`config.mk`:
```
export PLATFORM = sky130hd
export DESIGN_NAME = seq_signed_divider
export DESIGN_NICKNAME = d
export VERILOG_FILES = /design/src/rtl/div_pkg.sv /design/src/rtl/div_step.sv /design/src/rtl/seq_signed_divider.sv
export SDC_FILE = /design/constraint.sdc
export NUM_CORES = 1
export LEC_CHECK = 0
export CORE_MARGIN = 2
export CORE_UTILIZATION = 61
export DETAILED_ROUTE_END_ITERATION = 6
export HOLD_SLACK_MARGIN = 0.06
export PLACE_DENSITY = 0.87
export SYNTH_ARGS = -nofsm -noshare
export SYNTH_HDL_FRONTEND = slang
export SYNTH_SLANG_ARGS = --single-unit
```
`constraint.sdc`:
```
create_clock -name clk -period 8.4 [get_ports clk]
set_input_delay 1.68 -clock clk [delete_from_list [all_inputs] [get_ports clk]]
set_output_delay 1.68 -clock clk [all_outputs]
set_load 0.01 [all_outputs]
```
`src/rtl/div_pkg.sv`:
```
// div_pkg: shared FSM state encoding and default operand width for the divider.
package div_pkg;
  localparam int DEF_N = 32;
  typedef enum logic [1:0] {IDLE, RUN, FIX, DONE} state_t;
endpackage

```
`src/rtl/div_step.sv`:
```
// div_step: one restoring shift-subtract iteration on (N+1)-bit magnitudes.
module div_step
  import div_pkg::*;
#(
  parameter int N = DEF_N
) (
  input  logic [N:0] rem_in,
  input  logic       bit_in,
  input  logic [N:0] dvs,
  output logic [N:0] rem_out,
  output logic       q
);
  logic [N+1:0] t;
  always_comb begin
    t = {rem_in, bit_in};
    q = t >= {1'b0, dvs};
    rem_out = q ? (N+1)'(t - {1'b0, dvs}) : t[N:0];
  end
endmodule

```
`src/rtl/seq_signed_divider.sv`:
```
// seq_signed_divider: N-cycle restoring signed divider; define DIVZERO_DETECT_EN for the 2-cycle divide-by-zero path.
module seq_signed_divider
  import div_pkg::*;
#(
  parameter int N = DEF_N
) (
  input  logic         clk,
  input  logic         rst,
  input  logic         start,
  input  logic [N-1:0] dividend,
  input  logic [N-1:0] divisor,
  output logic         busy,
  output logic         done,
  output logic [N-1:0] quotient,
  output logic [N-1:0] remainder,
  output logic         dbz
);
  localparam int CW = $clog2(N);
  state_t state, nxt;
  logic [N:0] r, dm, r_nxt;
  logic [N-1:0] a;
  logic [CW-1:0] cnt;
  logic qb, sd, sv, dz, dz_q;
  function automatic logic [N-1:0] mag(input logic [N-1:0] x);
    return x[N-1] ? -x : x;
  endfunction
`ifdef DIVZERO_DETECT_EN
  assign dz = divisor == '0;
`else
  assign dz = 1'b0;
`endif
  div_step #(.N(N)) u_step (
    .rem_in (r),
    .bit_in (a[N-1]),
    .dvs    (dm),
    .rem_out(r_nxt),
    .q      (qb)
  );
  always_ff @(posedge clk) state <= rst ? IDLE : nxt;
  always_comb begin
    nxt = state == IDLE ? (start ? (dz ? FIX : RUN) : IDLE) :
          state == RUN  ? (cnt == '0 ? FIX : RUN) :
          state == FIX  ? DONE : IDLE;
    busy = state == RUN || state == FIX;
    done = state == DONE;
  end
  // a holds the dividend magnitude and fills with quotient bits as it shifts out
  always_ff @(posedge clk) begin
    if (rst) begin
      r <= '0;
      a <= '0;
      dm <= '0;
      sd <= 1'b0;
      sv <= 1'b0;
      dz_q <= 1'b0;
      cnt <= '0;
      quotient <= '0;
      remainder <= '0;
      dbz <= 1'b0;
    end else if (state == IDLE && start) begin
      r <= '0;
      a <= mag(dividend);
      dm <= {1'b0, mag(divisor)};
      sd <= dividend[N-1];
      sv <= divisor[N-1];
      dz_q <= dz;
      cnt <= CW'(N - 1);
    end else if (state == RUN) begin
      r <= r_nxt;
      a <= {a[N-2:0], qb};
      cnt <= cnt - 1'b1;
    end else if (state == FIX) begin
      quotient <= dz_q ? '1 : (sd ^ sv ? -a : a);
      remainder <= dz_q ? (sd ? -a : a) : (sd ? -r[N-1:0] : r[N-1:0]);
      dbz <= dz_q;
    end
  end
endmodule

```
==> results.md, run 1 <==
- Number of global-route vias before repair: 8,850
- Count of pins over their slew limit: 0
- Share of layout cells above drive strength 1: 4.17%
- Syn_nets: 1,440
- First-pass GRT wire length: 44,300 um
- Largest net degree at the start of global routing: 106
- Synth Instances: 1,330
- Die area: 18,800 um^2
- YS warnings: 0
- Fraction of registers with async set/reset: 0%
- Netlist cell types: 68
- Met1 Routed Length: 12,900 um
- Top cell type's share of synthesized area: 31.6%
- Routed Antenna Nets: 0
- Top-level I/O count: 134
- Max-Cap Viols: 0
- Top cells by area, synth: dfxtp_1, a211oi_1, xor2_1
- Clock tree buffer depth: 2
- Area Growth Syn to Fin: 17.4%
- Final wirelength: 27,300 um
- Fmax: 0.213 GHz
- Row count: 48
- Highest metal used: met4
- Setup Viol. Count Final: 0
- Crit path cell chain: clkdlybuf4s50_1, nor4_4, nand4b_2, or3_4, or3_4, or4_1, or4_4, o31ai_4, xor2_1, o22ai_1
- 1st-iter DRT viols: 770
- DR DRC count: 0
- Met3 wire len: 1730 um
- DR vias: 9,868
- Routed wire per std cell: 16.6 um
- Placed instance count: 1,609
- Worst Setup End Kind: flip-flop
- Total Nets Final: 1,513
- Starting density of the core: 62.3%
- CP max stage delay: 0.49 ns
- Minimum clock period: 4.70 ns
- Setup TNS Final: 0 ns
- Post-route insts no fill: 1,642
- Chip width: 137 um
- Fin area: 12,700 um^2
- Status: finished clean
- Initial antenna violation count: 0
- CTS Buf Count: 17
- CP max FO: 5
- Required @ worst endpoint: 8.69 ns
- Synthesis-stage register bit count: 170
- Metal2 WL: 12,000 um
- Mapped cell area: 10,800 um^2
- Placed Area: 12,100 um^2
- Pwr per Cell Area: 184 nW/um^2
- RD Place Congestion: 1.00
- Post-CTS sizing: 0
- Most area-hungry cell type in the Yosys netlist: dfxtp_1
- Dominant synthesized flop cell: dfxtp_1
- Most Frequent Cell on Critical Path: or3_4
- First-pass DRT Iterations: 5
- Relative slew slack: 24.0%
- CP Launch Type: primary input
- Critical path class: in -> reg
- Worst vdd ir: 0.145 mV
- LEAKAGE: 4.57 nW
- H-tree levels: 4
- CTS Sinks: 170
- Synth Area per Inst: 8.11 um^2
- Core footprint: 17,300 um^2
- Remaining Overflow, GRT: 0
- Post-synth EDFFs: 0
- Critical path's slowest cell: clkdlybuf4s50_1
- Setup bufs post-CTS: 0
- Clock transition at path regs: 0.06 ns
- Hold Fails Final Rpt: 0
- Crit path DAT: 4.99 ns
- Hold buffer count at cts: 0
- Seq/Total Area, Yosys: 31.6%
- Die height: 137 um
- Buffers on Ports: 132
- Total GRT Usage: 29.4%
- Period utilization: 56.0%
- Latest clock arrival within the worst-skew pair: 0.43 ns
- RSZ-0062 raised after global routing: false
- DPL Wire Length: 20,300 um
- Vias/cell: 6.01
- CTS tree: built
- Root Buffer: clkbuf_16
- Least-Margin Pin Slew: 1.14 ns
- Worst clock skew: 0.00795 ns
- Min-Delay Path Class: reg -> reg
## worst max-delay path, delay by kind of cell
family                 cells  cell delay, ns
XOR/XNOR                   1            0.19
buffers and inverters      1            0.49
AO/OA/AOI/OAI              2            0.29
AND/OR/NAND/NOR            6            2.35
## where the power goes
part / leakage [nW] / internal (mW) / total, mW / switching [mW]
registers: 1.39 / 0.848 / 0.906 / 0.0578
clock network: 0.276 / 0.428 / 0.761 / 0.333
logic: 2.91 / 0.282 / 0.658 / 0.376
## cell type report
type                            count  area, um^2
Inverter                           59         221
Clock inverter                     11         110
Antenna cell                        2        5.00
Sequential cell                   170        3400
Tap cell                          225         282
Multi-Input combinational cell   1015        6810
Clock buffer                       20         457
Fill cell                        1340        4630
Timing Repair Buffer              140        1380
## flip-flops by register name (all words and copies together), names as in the netlist
register and cells:
remainder 32, state 2, a 32, r 33, dm 32, cnt 5
quotient 32, sd 1, sv 1
## final timing paths
path,start,endpoint,slack (ns),cells after the start
worst max-delay path,dividend[4],a[28],3.70,10
worst min-delay path,dm[26],dm[26],0.48,2
worst max register to register,r[6],r[29],4.96,11
worst min register to register,dm[26],dm[26],0.48,2
## cell usage after synthesis, types with 4 or more instances
cell type	instances
nor4_1	12
or3_1	16
o211ai_1	8
o21a_1	6
o21ai_0	74
and2_1	4
clkbuf_1	69
clkbuf_8	4
a311oi_1	7
nand3_1	13
or4_1	10
a21oi_1	76
xnor2_1	67
mux2i_1	60
nor2b_1	6
inv_1	58
nand2_1	106
o22ai_1	17
nor3_1	17
or4_4	4
nand3b_1	6
a31oi_1	4
a21o_1	9
a211oi_1	107
o31ai_1	26
dfxtp_1	170
a221oi_1	4
nor2_1	155
buf_1	8
o41ai_1	17
nand2b_1	13
nand4_1	5
ha_1	42
xor2_1	79
## layer usage
metal,global-route usage (%),vias to the layer above
met2,44.2,356
met1,42.8,4517
met4,10.3,0
met3,4.00,50
met5,0,-
li1,-,4945
## placed cells by master, fill, tap and decap left out, types with 4 or more instances in the layout
master and n:
a31oi_1 4, buf_4 9, dfxtp_1 170, o211ai_1 8
o31ai_1 26, or4_4 4, o21a_1 6, a311oi_1 7
o22ai_1 17, xnor2_1 67, xor2_1 79, or3_1 16
nand2_1 106, nor3_1 17, a211oi_1 107, ha_1 40
o41ai_1 17, inv_6 5, a21oi_1 76, nor4_1 12
nand2b_1 13, clkdlybuf4s50_1 131, a221oi_1 4, nand4_1 5
inv_1 58, or4_1 10, o21ai_0 74, nor2_1 155
nand3b_1 6, a21o_1 9, nor2b_1 6, mux2i_1 60
nand3_1 13, clkbuf_16 17
## cell families after synthesis
family,share of synthesized area (%)
AOI/OAI and AO/OA,23.5
xor gates and xnor gates,11.9
buffers and inverters,5.56
other,0.0348
DFF,31.6
and+or+nand+nor,16.9
adders and majority gates,5.06
muxes,5.57
## metrics by stage
step	utilization (%)	power, mW	hold WS [ns]	setup slack, ns
after floorplan	-	1.40	0.441	4.04
after global placement	69.9	1.55	0.472	3.39
after detailed placement	69.9	1.56	0.478	3.29
after CTS	73.2	2.32	0.487	3.72
after global routing	73.2	2.44	0.498	3.56
final	73.2	2.32	0.482	3.70
(Power assumes the default switching activity.)
==> run 2: changes to the inputs <==
Settings changed: CORE_UTILIZATION 61 to 51, PLACE_DENSITY 0.87 to 0.77.
Clock period 8.4 ns to 4.2 ns, I/O delays scaled along.
==> results.md, run 2 (synthesis results as in run 1) <==
- Worst clock skew: 0.0121 ns (+0.00413 ns)
- LEAKAGE: 4.62 nW (+0.98%)
- Pwr Total: 4.65 mW (+100%)
- Status: finished clean
- Crit path DAT: 4.09 ns (-0.90 ns)
- Top-level I/O count: 134 (unchanged)
- CP Launch Type: primary input
- Die area: 22,300 um^2 (+19%)
- Relative slew slack: 22.3% (-1.7 points)
- Critical path class: in -> reg
- Least-Margin Pin Slew: 1.16 ns (+0.0261 ns)
- Initial antenna violation count: 0 (unchanged)
- Min-Delay Path Class: reg -> reg
- First-pass GRT wire length: 44,300 um (-0.16%)
- Count of pins over their slew limit: 0 (unchanged)
- Setup bufs post-CTS: 0 (unchanged)
- Row count: 53 (+10%)
- # diodes: 0 (-2)
- Max reg flops: 33 (unchanged)
- Minimum clock period: 3.76 ns
- Die height: 149 um (+9.1%)
- Starting density of the core: 51.6% (-11 points)
- Crit path cell chain: clkdlybuf4s50_1, nor4_4, nand4b_2, or3_4, or3_4, or4_1, or4_4, nand2_1, xor2_1, a221oi_1
- RD Place Congestion: 0.911 (-9.3%)
- H-tree levels: 4 (unchanged)
- Fmax: 0.266 GHz
- Largest reg by FF count: r
- RSZ-0062 raised after global routing: false
- Worst Setup End Kind: flip-flop
- Total Nets Final: 1,522 (+0.59%)
- WHS: 0.483 ns (+0.00152 ns)
- Vias/cell: 5.78 (-3.8%)
- Pwr per Cell Area: 363 nW/um^2 (+98%)
- Critical path's slowest cell: clkdlybuf4s50_1
- CP max FO: 3 (-2)
- Routed wire per std cell: 16.1 um (-3.3%)
- Setup TNS Final: 0 ns (unchanged)
- Largest net degree at the start of global routing: 69 (-35%)
- Commonest non-fill, non-tap cell in the layout: dfxtp_1
- Hold Fails Final Rpt: 0 (unchanged)
- DPL Wire Length: 20,500 um (+0.99%)
- Latest clock arrival within the worst-skew pair: 0.44 ns (about the same)
- Max-Cap Viols: 0 (unchanged)
- First-pass DRT Iterations: 6 (+1)
- CTS Buf Count: 17 (unchanged)
- Number of global-route vias before repair: 8,886 (+0.41%)
- Remaining Overflow, GRT: 0 (unchanged)
- Routed Antenna Nets: 0 (unchanged)
- Most frequent cells in the layout: dfxtp_1, nor2_1, clkdlybuf4s50_1
- CP max stage delay: 0.49 ns (about the same)
- Required @ worst endpoint: 4.53 ns (-4.16 ns)
- DR DRC count: 0 (unchanged)
- Root Buffer: clkbuf_16
- Final wirelength: 27,300 um (about the same)
- Total GRT Usage: 24.4% (-4.9 points)
- Core footprint: 20,900 um^2 (+21%)
- Hold buffer count at cts: 0 (unchanged)
- DR vias: 9,827 (-0.42%)
- Chip width: 149 um (+9.1%)
- Post-CTS sizing: 0 (unchanged)
- Worst vdd ir: 0.283 mV (+96%)
- Area Growth Syn to Fin: 18.7%
- CTS tree: built
- 1st-iter DRT viols: 811 (+5.3%)
- Share of layout cells above drive strength 1: 4.91% (+0.74 points)
- Most Frequent Cell on Critical Path: or3_4
- Clock tree buffer depth: 2 (unchanged)
- Buffers on Ports: 132 (unchanged)
- Setup Viol. Count Final: 0 (unchanged)
- Clock transition at path regs: 0.07 ns (about the same)
- Period utilization: 89.6%
- CTS Sinks: 170 (unchanged)
-- run 2: cell count changes in the layout (fill, tap and decap cells not counted), sizes merged --
| cell | delta |
|---|---|
| clkbuf | -3 |
| buf | +9 |
| diode | -2 |
| clkinv | +4 |
| inv | +1 |
| bufinv | -1 |
-- run 2: final timing paths --
kind	start	end	slack, ns	cells past startpoint
min	remainder[5]	remainder[5]	0.48	2
max	dividend[4]	a[26]	0.44	10
max reg2reg	r[14]	r[3]	0.77	10
min reg2reg	remainder[5]	remainder[5]	0.48	2
-- run 2: area by class of cell --
class	count	area, um^2
clock buffers	17	425
clock inverters	15	153
fillers	1903	8090
inverters	59	221
multi-input cells	1015	6810
flip-flops and latches	170	3400
well taps	275	344
repair buffers	149	1450
-- run 2: report_power, final --
group	internal (mW)	total (mW)	switching, mW	leakage, nW
clock network	0.788	1.52	0.727	0.277
registers	1.70	1.81	0.115	1.39
logic	0.570	1.32	0.750	2.95
-- run 2: through the flow --
step                      instances  setup WS, ns  area (um^2)  utilization [%]
after detailed placement       1668        0.0153        12200             58.5
after floorplan                1330         0.681        10800                -
after global routing           1700         0.297        12800             61.3
final                          1700         0.438        12800             61.3
after global placement         1668         0.128        12200             58.5
after CTS                      1700         0.460        12800             61.3
-- run 2: metal layers --
| metal | wire length, um | GRT usage [%] | vias to the layer above |
|---|---|---|---|
| met5 | 0 | 0 | - |
| met4 | 603 | 7.48 | 0 |
| met3 | 1520 | 3.55 | 39 |
| met2 | 11900 | 36.8 | 273 |
| met1 | 13300 | 35.9 | 4556 |
| li1 | - | - | 4959 |
-- run 2: worst max-delay path: cells and delay by family --
family	cells	cell delay, ns
buffers and inverters	1	0.49
XOR/XNOR	1	0.10
AO/OA/AOI/OAI	1	0.33
AND/OR/NAND/NOR	7	2.31
